### config.mk
export PLATFORM = sky130hd
export DESIGN_NAME = dbg_run_controller
export DESIGN_NICKNAME = d
export VERILOG_FILES = /design/src/rtl/dbg_run_controller.sv
export SDC_FILE = /design/constraint.sdc
export NUM_CORES = 1
export LEC_CHECK = 0
export BUFFER_PORTS_ARGS = -buffer_cell sky130_fd_sc_hd__buf_4
export CORE_ASPECT_RATIO = 0.9
export CORE_MARGIN = 3
export CORE_UTILIZATION = 35
export CTS_BUF_LIST = sky130_fd_sc_hd__clkbuf_2
export DETAILED_ROUTE_END_ITERATION = 10
export GPL_TIMING_DRIVEN = 0
export PLACE_DENSITY = 0.56
export SETUP_SLACK_MARGIN = 0.5
export SYNTH_ARGS = -nofsm -noshare
export SYNTH_HDL_FRONTEND = slang
export SYNTH_SLANG_ARGS = --single-unit
### constraint.sdc
create_clock -name clk -period 2.88 [get_ports clk]
set_clock_uncertainty 0.05 [all_clocks]
set_input_delay 0.144 -clock clk [delete_from_list [all_inputs] [get_ports clk]]
set_output_delay 0.144 -clock clk [all_outputs]
set_load 0.005 [all_outputs]
### src/rtl/dbg_run_controller.sv
// dbg_run_controller: host run-control and program loader for the
// 8-bit multicycle core, with a watchdog for wedged instructions.
module dbg_run_controller #(
    parameter int CNT_W      = 16,
    parameter int WDT_CYCLES = 16
) (
    input  logic             clk,
    input  logic             rst,
    input  logic             cmd_valid,
    output logic             cmd_ready,
    input  logic [2:0]       cmd_op,
    input  logic [7:0]       cmd_addr,
    input  logic [7:0]       cmd_data,
    output logic             rsp_valid,
    input  logic             rsp_ready,
    output logic [7:0]       rsp_data,
    output logic [CNT_W-1:0] inst_count,
    output logic             cpu_run,
    output logic [7:0]       cpu_pc_set_val,
    output logic             cpu_pc_set_wr,
    output logic             cpu_rst,
    input  logic             cpu_halt,
    input  logic             cpu_done,
    input  logic [7:0]       cpu_mem_addr,
    input  logic [7:0]       cpu_mem_din,
    input  logic             cpu_mem_we,
    output logic [7:0]       cpu_mem_dout,
    output logic [7:0]       mem_addr,
    output logic [7:0]       mem_din,
    output logic             mem_we,
    input  logic [7:0]       mem_dout
);

    localparam logic [2:0] OP_MEM_WR = 3'd0;
    localparam logic [2:0] OP_MEM_RD = 3'd1;
    localparam logic [2:0] OP_SET_PC = 3'd2;
    localparam logic [2:0] OP_STEP   = 3'd3;
    localparam logic [2:0] OP_RUN    = 3'd4;
    localparam logic [2:0] OP_STOP   = 3'd5;

    localparam int WDT_W = $clog2(WDT_CYCLES + 1);
    localparam logic [WDT_W-1:0] WDT_LAST = WDT_W'(WDT_CYCLES - 1);

    typedef enum logic [2:0] {
        S_IDLE,
        S_ACCESS,
        S_START,
        S_RUN,
        S_RSP
    } state_t;

    state_t           state_q, state_d;
    logic [2:0]       op_q, op_d;
    logic [7:0]       addr_q, addr_d;
    logic [7:0]       data_q, data_d;
    logic [CNT_W-1:0] remaining_q, remaining_d;
    logic [CNT_W-1:0] inst_count_q, inst_count_d;
    logic             limited_q, limited_d;
    logic             stop_req_q, stop_req_d;
    logic             err_q, err_d;
    logic [WDT_W-1:0] wdt_q, wdt_d;
    logic [7:0]       rsp_data_q, rsp_data_d;
    logic [15:0]      run_arg;
    logic             accept;

    assign rsp_valid      = (state_q == S_RSP);
    assign rsp_data       = rsp_data_q;
    assign inst_count     = inst_count_q;
    assign cpu_pc_set_val = data_q;
    assign cpu_mem_dout   = mem_dout;

    // Next-state, handshake, memory mux and core control.
    always_comb begin
        state_d       = state_q;
        op_d          = op_q;
        addr_d        = addr_q;
        data_d        = data_q;
        remaining_d   = remaining_q;
        inst_count_d  = inst_count_q;
        limited_d     = limited_q;
        stop_req_d    = stop_req_q;
        err_d         = err_q;
        wdt_d         = wdt_q;
        rsp_data_d    = rsp_data_q;
        cmd_ready     = 1'b0;
        cpu_run       = 1'b0;
        cpu_pc_set_wr = 1'b0;
        cpu_rst       = 1'b0;
        mem_addr      = addr_q;
        mem_din       = data_q;
        mem_we        = 1'b0;
        run_arg       = {cmd_addr, cmd_data};
        accept        = 1'b0;

        unique case (state_q)
            S_IDLE: begin
                cmd_ready = !rst;
                accept    = cmd_valid && cmd_ready;
                if (accept) begin
                    op_d   = cmd_op;
                    addr_d = cmd_addr;
                    data_d = cmd_data;
                    case (cmd_op)
                        OP_MEM_WR, OP_MEM_RD, OP_SET_PC: begin
                            state_d = S_ACCESS;
                        end
                        OP_STEP: begin
                            remaining_d = CNT_W'(1);
                            limited_d   = 1'b1;
                            state_d     = S_START;
                        end
                        OP_RUN: begin
                            remaining_d = CNT_W'(run_arg);
                            limited_d   = (run_arg != 16'h0000);
                            state_d     = S_START;
                        end
                        default: begin
                            rsp_data_d = {cpu_halt, err_q, 6'b0};
                            state_d    = S_RSP;
                        end
                    endcase
                end
            end
            S_ACCESS: begin
                rsp_data_d = 8'h00;
                case (op_q)
                    OP_MEM_WR: mem_we = 1'b1;
                    OP_MEM_RD: rsp_data_d = mem_dout;
                    OP_SET_PC: cpu_pc_set_wr = 1'b1;
                    default: ;
                endcase
                state_d = S_RSP;
            end
            S_START: begin
                cpu_run      = 1'b1;
                inst_count_d = '0;
                wdt_d        = '0;
                stop_req_d   = 1'b0;
                state_d      = S_RUN;
            end
            S_RUN: begin
                mem_addr  = cpu_mem_addr;
                mem_din   = cpu_mem_din;
                mem_we    = cpu_mem_we;
                cpu_run   = !stop_req_q &&
                            !(limited_q && remaining_q == CNT_W'(1));
                cmd_ready = !rst && (cmd_op == OP_STOP);
                accept    = cmd_valid && cmd_ready;
                if (accept) begin
                    stop_req_d = 1'b1;
                end
                if (cpu_done) begin
                    if (inst_count_q != '1) begin
                        inst_count_d = inst_count_q + CNT_W'(1);
                    end
                    remaining_d = remaining_q - CNT_W'(1);
                    wdt_d       = '0;
                    if (!cpu_run) begin
                        rsp_data_d = inst_count_d[7:0];
                        state_d    = S_RSP;
                    end
                end else if (wdt_q == WDT_LAST) begin
                    cpu_rst    = 1'b1;
                    err_d      = 1'b1;
                    wdt_d      = '0;
                    rsp_data_d = 8'hFF;
                    state_d    = S_RSP;
                end else begin
                    wdt_d = wdt_q + WDT_W'(1);
                end
            end
            S_RSP: begin
                if (rsp_ready) begin
                    if (op_q[2:1] == 2'b11) begin
                        err_d = 1'b0;
                    end
                    state_d = S_IDLE;
                end
            end
            default: begin
                state_d = S_IDLE;
            end
        endcase
    end

    // State and datapath registers with synchronous reset.
    always_ff @(posedge clk) begin
        if (rst) begin
            state_q      <= S_IDLE;
            op_q         <= 3'd0;
            addr_q       <= 8'h00;
            data_q       <= 8'h00;
            remaining_q  <= '0;
            inst_count_q <= '0;
            limited_q    <= 1'b0;
            stop_req_q   <= 1'b0;
            err_q        <= 1'b0;
            wdt_q        <= '0;
            rsp_data_q   <= 8'h00;
        end else begin
            state_q      <= state_d;
            op_q         <= op_d;
            addr_q       <= addr_d;
            data_q       <= data_d;
            remaining_q  <= remaining_d;
            inst_count_q <= inst_count_d;
            limited_q    <= limited_d;
            stop_req_q   <= stop_req_d;
            err_q        <= err_d;
            wdt_q        <= wdt_d;
            rsp_data_q   <= rsp_data_d;
        end
    end

endmodule

==> flow_summary.ini, run 1 <==
[pwr]
p_comb_share_pct = 41.0
p_leak_nw = 2.42
swShare_pct = 38.7
power.total_mw = 2.88
seq_power_share_pct = 39.5
p_sw_mw = 1.12
ir_drop_mv = 0.229
p_per_area_mw_per_mm2 = 508
pwr-share-clk_pct = 19.5
intPower_mw = 1.77

[synth]
synth-edff-count = 0
synth_top_area_share_pct = 35.0
synthXorXnorAreaFrac_pct = 2.63
synthTopCellsByArea = dfxtp_1, nand2_1, a21oi_1
synth_area_per_cell_um2 = 7.32
synth.mux.area_fraction_pct = 0
synth_compound_area_share_pct = 22.4
ys_seq_area_share_pct = 35.0
synth_warnings = 0
syn-instance-count = 547
synthArstFlopShare_pct = 0
syn_nets = 601
synth_area_mm2 = 0.00400
synth_fa_ha_area_share_pct = 1.25
yosysTopAreaCell = dfxtp_1
synth_top_family_by_area = simple AND/OR/NAND/NOR gates
synth-seq-cells = 70
synth-simple-area-share_pct = 32.8
ys.flop_type = dfxtp_1
synth_cell_types = 61

[critical_path]
crit_fanout = 6
worstPathArrival_ns = 2.89
end_kind = flip-flop
critPathRequiredTime_ns = 3.28
crit_type = reg2reg
start_kind = flip-flop

[clock_tree]
cts-htree-levels = 3
numCtsBuffers = 9
root_buffer = clkbuf_2
clk_path_buf_depth = 2
path_clk_slew_ns = 0.20
cts_num_sinks = 70
cts_tree = built
worstSkewPairLatency_ns = 0.54

[detailed_routing]
vias_per_cell = 5.47
finalWirelength_um = 14900
drt_iter0_drc = 324
wl_per_cell_um = 17.2
drt_pass1_iterations = 5
drcViolationCount = 0
vias = 4734
ant_nets = 0

[sta]
rsz0062_at_grt = true
relSlewSlack_pct = 43.7
finalCriticalPeriod_ns = 2.49
setup_tns_ns = 0
tightest_slew_ns = 0.832
finalHoldViolCount = 0
slew_violations = 0
fmax_ghz = 0.402
min_period_over_period_pct = 86.4
setup_viol = 0
final.setup.worst_slack_ns = 0.392

[global_routing]
antenna_found_initial = 0
grt_max_degree = 12
gr-max-usage-layer = met2
grtUsageMet1_pct = 32.0
use_met2_pct = 35.7
grt_usage_pct = 23.1
first_global_vias = 4452
gr-total-overflow = 0
grt_pass1_wl_um = 23400
met3_usage_pct = 5.31

[die]
rows = 36
start_util_pct = 36.4
dieArea_mm2 = 0.0128
core_mm2 = 0.0110
die_h_um = 107
fp.dieW_um = 119
ioPinCount = 112

[status]
status = finished clean

[place]
place_ws_ns = 0.0827
gp_congestion = 0.897
dp_hpwl_um = 10600
placed_cell_area_mm2 = 0.00501
portBuffers = 109

[finish]
num-nets-final = 764
design_area_mm2 = 0.00568
drive_gt1_share_pct = 26.9
area_growth_pct = 41.9
post-route-util_pct = 51.7
diodes = 0

[hold_path]
hp-class = in2reg

[run]
maxCapViolCount = 0
## registers in the layout (all words and copies together), names as in the netlist
signal / count
inst_count: 16
remaining_q: 16
addr_q: 8
cpu_pc_set_val: 8
rsp_data: 8
wdt_q: 5
op_q: 3
state_q: 3
err_q: 1
limited_q: 1
stop_req_q: 1
## routing by layer
layer,routed length [um],vias to the layer above
met2,6520,201
met1,6980,2205
met3,1100,25
met5,0,-
met4,248,0
li1,-,2303
## power by group through the flow
stage	clock network (mW)	logic, mW	registers (mW)
floorplan	0	0.611	1.14
global placement	0	1.04	1.15
detailed placement	0	1.04	1.16
CTS	0.582	1.12	1.14
global route	0.627	1.29	1.15
finish	0.563	1.18	1.14
## layout make-up
type                    instances  area, um2
fillers                      1120       5310
multi-input cells             424       2450
flip-flops and latches         70       1410
repair buffers                152       1210
plain buffers                  40        262
well taps                     152        190
clock inverters                 5       51.3
clock buffers                  10       50.0
inverters                      13       48.8
## worst max-delay path: stages (launching register included)
cell     delay [ns]
dfxtp_4        0.39
or4_4          0.54
or4_4          0.46
buf_4          0.16
buf_4          0.13
a21oi_4        0.27
a31oi_4        0.16
a22o_1         0.25
## Yosys cell counts (all sizes together) (11+ instances only)
cell type / instances
a21oi: 52
buf: 14
clkbuf: 26
dfxtp: 70
inv: 12
nand2: 115
nand3: 29
nand4: 14
nor2: 37
nor3: 17
nor4: 11
o21ai: 24
xnor2: 11
## final timing paths
| path | from | to | slack, ns | cells after the start |
|---|---|---|---|---|
| worst max register to register | remaining_q[2]$_SDFFE_PP0P_ | rsp_data[3]$_SDFFE_PP0P_ | 0.39 | 7 |
| worst min-delay path | mem_dout[7] | rsp_data[7]$_SDFFE_PP0P_ | 0.02 | 4 |
| worst max-delay path | remaining_q[2]$_SDFFE_PP0P_ | rsp_data[3]$_SDFFE_PP0P_ | 0.39 | 7 |
| worst min register to register | addr_q[4]$_SDFFE_PP0P_ | addr_q[4]$_SDFFE_PP0P_ | 0.42 | 2 |
## cells in the final DEF (no fill, tap or decap), drive strengths merged, types with 3 or more instances in the layout
cell type / count
buf: 144
nand2: 115
dfxtp: 70
a21oi: 52
nor2: 37
clkbuf: 30
nand3: 29
dlygate4sd3: 28
o21ai: 24
nor3: 17
nand4: 14
inv: 12
xnor2: 11
nor4: 11
a22o: 9
a31oi: 9
a32o: 7
and3: 6
and2: 6
nand2b: 5
a211oi: 5
a311oi: 5
or3: 5
nand4b: 4
nor2b: 4
and4: 4
ha: 4
clkinv: 4
or4: 3
nand3b: 3
or2: 3
a21o: 3
## stage by stage
stage	hold WS [ns]	std cells
floorplan	0.193	547
finish	0.0235	866
global route	0.00413	866
global placement	0.312	808
CTS	0.00267	857
detailed placement	0.313	808
## cell families after synthesis
| kind of cell | after synthesis |
|---|---|
| AND/OR/NAND/NOR | 272 |
| adder cells (fa/ha/maj) | 4 |
| XOR/XNOR | 12 |
| buffers and inverters | 53 |
| flip-flops | 70 |
| AO/OA/AOI/OAI | 136 |
## what timing repair did
| item | 4_1_cts | 5_1_grt |
|---|---|---|
| cloned | 0 | 0 |
| pin swaps | 1 | 12 |
| endpoints found under the hold margin | 45 | 0 |
| hold buffers | 28 | 0 |
| gates resized for setup | 38 | 25 |
| endpoints found under the setup margin | 49 | 39 |
| setup buffers | 6 | 9 |
Note: power is estimated with default switching activity, not from simulation.
==> run 2: changes to the inputs <==
--- a/config.mk
+++ b/config.mk
@@ -13,7 +13,7 @@
 export DETAILED_ROUTE_END_ITERATION = 10
 export GPL_TIMING_DRIVEN = 0
 export PLACE_DENSITY = 0.56
-export SETUP_SLACK_MARGIN = 0.5
+export RECOVER_POWER = 25
 export SYNTH_ARGS = -nofsm -noshare
 export SYNTH_HDL_FRONTEND = slang
 export SYNTH_SLANG_ARGS = --single-unit
==> run 2 against run 1 <==
Critical path depth is the same. Sequential cell count is the same. Combinational power fell by 8%. Via count decreased by 1.8%. Power down 3.6%. Sequential power hardly changed. Register-to-register slack got worse by 0.02 ns. Non-clock buffer count shrank 18. Worst hold slack improved by 0.0030 ns. Count of clock-buffer cells in the layout unchanged. Final cell count is 2.1% lower. Critical path type is now reg2out. Largest cell class unchanged. Highest routed layer unchanged.
==> flow_summary.ini, run 2 (synthesized netlist as in run 1, its figures left out) <==
[finish]
final_cell_count_no_fill = 848
register_area_mm2 = 0.00140
diodes = 0
area_growth_pct = 34.6
post-route-util_pct = 49.0
layout_common_cells = nand2_1, buf_4, dfxtp_1
multi_input_comb_area_mm2 = 0.00238
layout_commonest_cell = nand2_1
design_area_mm2 = 0.00539
num-nets-final = 746
drive_gt1_share_pct = 21.6
fillers = 1149

[detailed_routing]
ant_nets = 0
finalWirelength_um = 14600
vias = 4650
drt_iter0_drc = 369
drcViolationCount = 0
wl_per_cell_um = 17.3
vias_per_cell = 5.48
drt_pass1_iterations = 5

[critical_path]
end_kind = primary output
cpMostUsedCell = nand2_1
crit_fanout = 19
start_kind = flip-flop
r2r_slack_ns = 0.37
critPathRequiredTime_ns = 2.69
crit_path_max_incr_delay_ns = 0.43
path_cells = clkbuf_1, nand3b_1, clkbuf_2, clkbuf_4, nand2_1, nand2_1, buf_4
crit_type = reg2out
critPathSlowestCell = dfxtp_1
worstPathArrival_ns = 2.46

[die]
core_mm2 = 0.0110
die_h_um = 107
ioPinCount = 112
rows = 36
fp.dieW_um = 119
dieArea_mm2 = 0.0128
start_util_pct = 36.4

[global_routing]
first_global_vias = 4367
grt_pass1_wl_um = 23000
gr-total-overflow = 0
grt_max_degree = 20
antenna_found_initial = 0
grt_usage_pct = 22.8

[sta]
setup_viol = 0
min_period_over_period_pct = 92.1
finalCriticalPeriod_ns = 2.65
setup_tns_ns = 0
holdWs_ns = 0.0265
slew_violations = 0
final.setup.worst_slack_ns = 0.226
fmax_ghz = 0.377
finalHoldViolCount = 0
relSlewSlack_pct = 34.0
tightest_slew_ns = 0.982
rsz0062_at_grt = false

[place]
placed_cell_area_mm2 = 0.00501
place_inst = 808
portBuffers = 109
gp_congestion = 0.897
place_ws_ns = 0.0827
dp_hpwl_um = 10600

[clock_tree]
cts_tree = built
numCtsBuffers = 9
post-cts-setup-buffer-count = 0
worstSkewPairLatency_ns = 0.54
path_clk_slew_ns = 0.19
clk_path_buf_depth = 2
root_buffer = clkbuf_2
cts-htree-levels = 3
cts_num_sinks = 70

[pwr]
p_leak_nw = 2.26
ir_drop_mv = 0.228
power.total_mw = 2.78
p_per_area_mw_per_mm2 = 516

[hold_path]
hp-class = in2reg

[run]
maxCapViolCount = 0

[status]
status = finished clean
## run 2: repair_timing
action | 4_1_cts | 5_1_grt
hold buffers | 28 | 0
resized for setup | 6 | 6
hold endpoints to repair | 45 | 0
setup endpoints to repair | 18 | 20
pin swaps | 0 | 0
## run 2: final timing paths
| check | from | cells past startpoint | to |
|---|---|---|---|
| max | state_q[2]$_SDFFE_PP0P_ | 7 | mem_addr[2] |
| min | mem_dout[7] | 4 | rsp_data[7]$_SDFFE_PP0P_ |
| max reg2reg | remaining_q[8]$_SDFFE_PP0P_ | 5 | rsp_data[3]$_SDFFE_PP0P_ |
| min reg2reg | addr_q[4]$_SDFFE_PP0P_ | 2 | addr_q[4]$_SDFFE_PP0P_ |
## run 2: layer usage
| layer | track usage [%] | share of wire [%] | up-vias |
|---|---|---|---|
| li1 | - | - | 2264 |
| met1 | 32.0 | 47 | 2162 |
| met2 | 34.8 | 43 | 200 |
| met3 | 5.10 | 8.7 | 24 |
| met4 | 6.78 | 1.5 | 0 |
| met5 | 0 | 0 | - |
## run 2: power by group
| group | internal (mW) | switching, mW |
|---|---|---|
| Combinational | 0.438 | 0.642 |
| Sequential | 1.06 | 0.0776 |
| Clock | 0.193 | 0.367 |
## run 2: critical path: cells and delay by family (launching register included)
| family | cells | cell delay, ns |
|---|---|---|
| and+or+nand+nor | 3 | 0.41 |
| buffers and inverters | 4 | 1.08 |
| DFF | 1 | 0.43 |
## run 2: final cells by class
| type | instances | share of cell area [%] |
|---|---|---|
| Tap cell | 152 | 3.53 |
| Timing Repair Buffer | 137 | 20.1 |
| Clock inverter | 5 | 0.952 |
| Clock buffer | 10 | 0.929 |
| Buffer | 37 | 3.41 |
| Inverter | 13 | 0.906 |
| Sequential cell | 70 | 26.0 |
| Multi-Input combinational cell | 424 | 44.1 |
==> run 3: changes to the inputs <==
--- a/config.mk
+++ b/config.mk
@@ -5,14 +5,15 @@
 export SDC_FILE = /design/constraint.sdc
 export NUM_CORES = 1
 export LEC_CHECK = 0
-export BUFFER_PORTS_ARGS = -buffer_cell sky130_fd_sc_hd__buf_4
 export CORE_ASPECT_RATIO = 0.9
 export CORE_MARGIN = 3
 export CORE_UTILIZATION = 35
 export CTS_BUF_LIST = sky130_fd_sc_hd__clkbuf_2
 export DETAILED_ROUTE_END_ITERATION = 10
+export DONT_BUFFER_PORTS = 1
 export GPL_TIMING_DRIVEN = 0
-export PLACE_DENSITY = 0.56
+export HOLD_SLACK_MARGIN = 0.03
+export PLACE_DENSITY = 0.48
 export RECOVER_POWER = 25
 export SYNTH_ARGS = -nofsm -noshare
 export SYNTH_HDL_FRONTEND = slang
==> run 3 against run 2 <==
Register-to-register slack got worse by 0.17 ns. Critical endpoint is now cmd_ready. Critical path depth fell by 2. First-iteration DRC count rose by 41%. Setup slack got worse by 0.056 ns. Count of clock-buffer cells in the layout fell by 1. Global-route usage fell by 0.51 points.
==> flow_summary.ini, run 3 (synthesized netlist as in run 1, its figures left out) <==
[pwr]
ir_drop_mv = 0.269
p_leak_nw = 1.76
p_per_area_mw_per_mm2 = 577

[sta]
finalCriticalPeriod_ns = 2.71
relSlewSlack_pct = 26.3
finalHoldViolCount = 0
setup_viol = 0
fmax_ghz = 0.369
slew_violations = 0
min_period_over_period_pct = 94.1
setup_tns_ns = 0
holdWs_ns = 0.120
rsz0062_at_grt = false
tightest_slew_ns = 1.10

[critical_path]
worstPathArrival_ns = 2.52
critPathLaunch = state_q[2]$_SDFFE_PP0P_
timing.rr.start = state_q[2]$_SDFFE_PP0P_
crit_type = reg2out
crit_fanout = 10
critPathRequiredTime_ns = 2.69
crit_path_max_incr_delay_ns = 0.54
critPathTopFamily = simple AND/OR/NAND/NOR gates
end_kind = primary output
start_kind = flip-flop
r2r_slack_ns = 0.20
worst-path-buf-inv = 2
critPathSlowestCell = and3b_1
path_cells = clkbuf_1, and3b_1, clkbuf_2, nand4b_1, a21oi_1

[place]
gp_congestion = 0.883
portBuffers = 0
dp_hpwl_um = 10100
placed_cell_area_mm2 = 0.00419

[detailed_routing]
route.met2.wl_um = 5850
top_layer_used = met4
vias_per_cell = 5.75
drt_pass1_iterations = 5
wl_per_cell_um = 18.9
drt_iter0_drc = 522
drcViolationCount = 0
met3WireLength_um = 1180
finalWirelength_um = 14000
met1_length_um = 6840
ant_nets = 0
vias = 4280

[clock_tree]
clk_path_buf_depth = 2
worstSkewPairLatency_ns = 0.58
root_buffer = clkbuf_2
cts-htree-levels = 3
post-cts-setup-buffer-count = 0
cts_tree = built
numCtsBuffers = 9
path_clk_slew_ns = 0.21
cts_num_sinks = 70

[die]
start_util_pct = 36.4
ioPinCount = 112
dieArea_mm2 = 0.0128
core_mm2 = 0.0110
fp.dieW_um = 119
die_h_um = 107
rows = 36

[global_routing]
grt_max_degree = 20
antenna_found_initial = 0
gr-total-overflow = 0
grt_pass1_wl_um = 22300
first_global_vias = 3942
grt_usage_pct = 22.3

[finish]
design_area_mm2 = 0.00465
num-nets-final = 642
layout_common_cells = nand2_1, dfxtp_1, a21oi_1
layout_commonest_cell = nand2_1
fillers = 1187
area_growth_pct = 16.1
drive_gt1_share_pct = 6.93
diodes = 0

[status]
status = finished clean

[run]
maxCapViolCount = 0

[hold_path]
holdCritStartpoint = rst
hp-class = in2reg
==> run 3: changes by cell type in the layout (fill, tap and decap cells not counted), sizes merged <==
cell / before / now
clkbuf: 67 / 40
bufinv: 1 / 2
clkinv: 4 / 5
clkinvlp: 1 / 0
dlygate4sd3: 28 / 33
buf: 89 / 6
==> run 3: final timing paths <==
kind                                  to  depth (start not counted)
max                            cmd_ready                          5
min          remaining_q[0]$_SDFFE_PP0P_                          4
max reg2reg     rsp_data[7]$_SDFFE_PP0P_                          7
min reg2reg       addr_q[0]$_SDFFE_PP0P_                          2
==> run 3: per-layer routing <==
metal / vias to the layer above / track usage, %
met1: 2023 / 32.7
met2: 189 / 32.0
met4: 0 / 5.21
met5: - / 0
li1: 2050 / -
met3: 18 / 6.36
==> run 3: metrics by stage <==
stage          setup WS (ns)  utilization, %  power, mW  std cells
3_5_place_dp           0.223            38.1       1.98        699
3_3_place_gp           0.180            38.1       1.97        699
5_1_grt              0.00688            42.3       2.87        744
2_1_floorplan          0.816               -       1.75        547
4_1_cts               0.0515            42.3       2.69        745
6_report               0.171            42.3       2.68        744
==> run 3: repair_timing <==
action / in CTS / in global routing
hold buffers: 33 / 0
resized for setup: 5 / 4
endpoints found under the setup margin: 18 / 26
hold endpoints to repair: 49 / 0
cloned: 0 / 0
==> run 3: cell type report <==
type                       count  area, um2  area share, %
sequential                    70       1400           30.2
timing repair buffer          33        330           7.11
multi-input combinational    424       2380           51.2
clock buffer                   9       45.0          0.969
inverter                      13       48.8           1.05
clock inverter                 6       77.6           1.67
buffer                        37        176           3.80
tap                          152        190           4.09
==> run 3: where the power goes <==
part	leakage [nW]	switching [mW]	total (mW)	internal, mW
clock network	0.0766	0.372	0.647	0.274
registers	0.568	0.0860	1.15	1.06
logic	1.12	0.586	0.885	0.299
==> run 3: worst reg2reg max path: cells and delay by family (launching register included) <==
family                 cells  cell delay, ns
AO/OA/AOI/OAI              3            0.42
flip-flops                 1            0.37
buffers and inverters      3            1.24
AND/OR/NAND/NOR            1            0.54
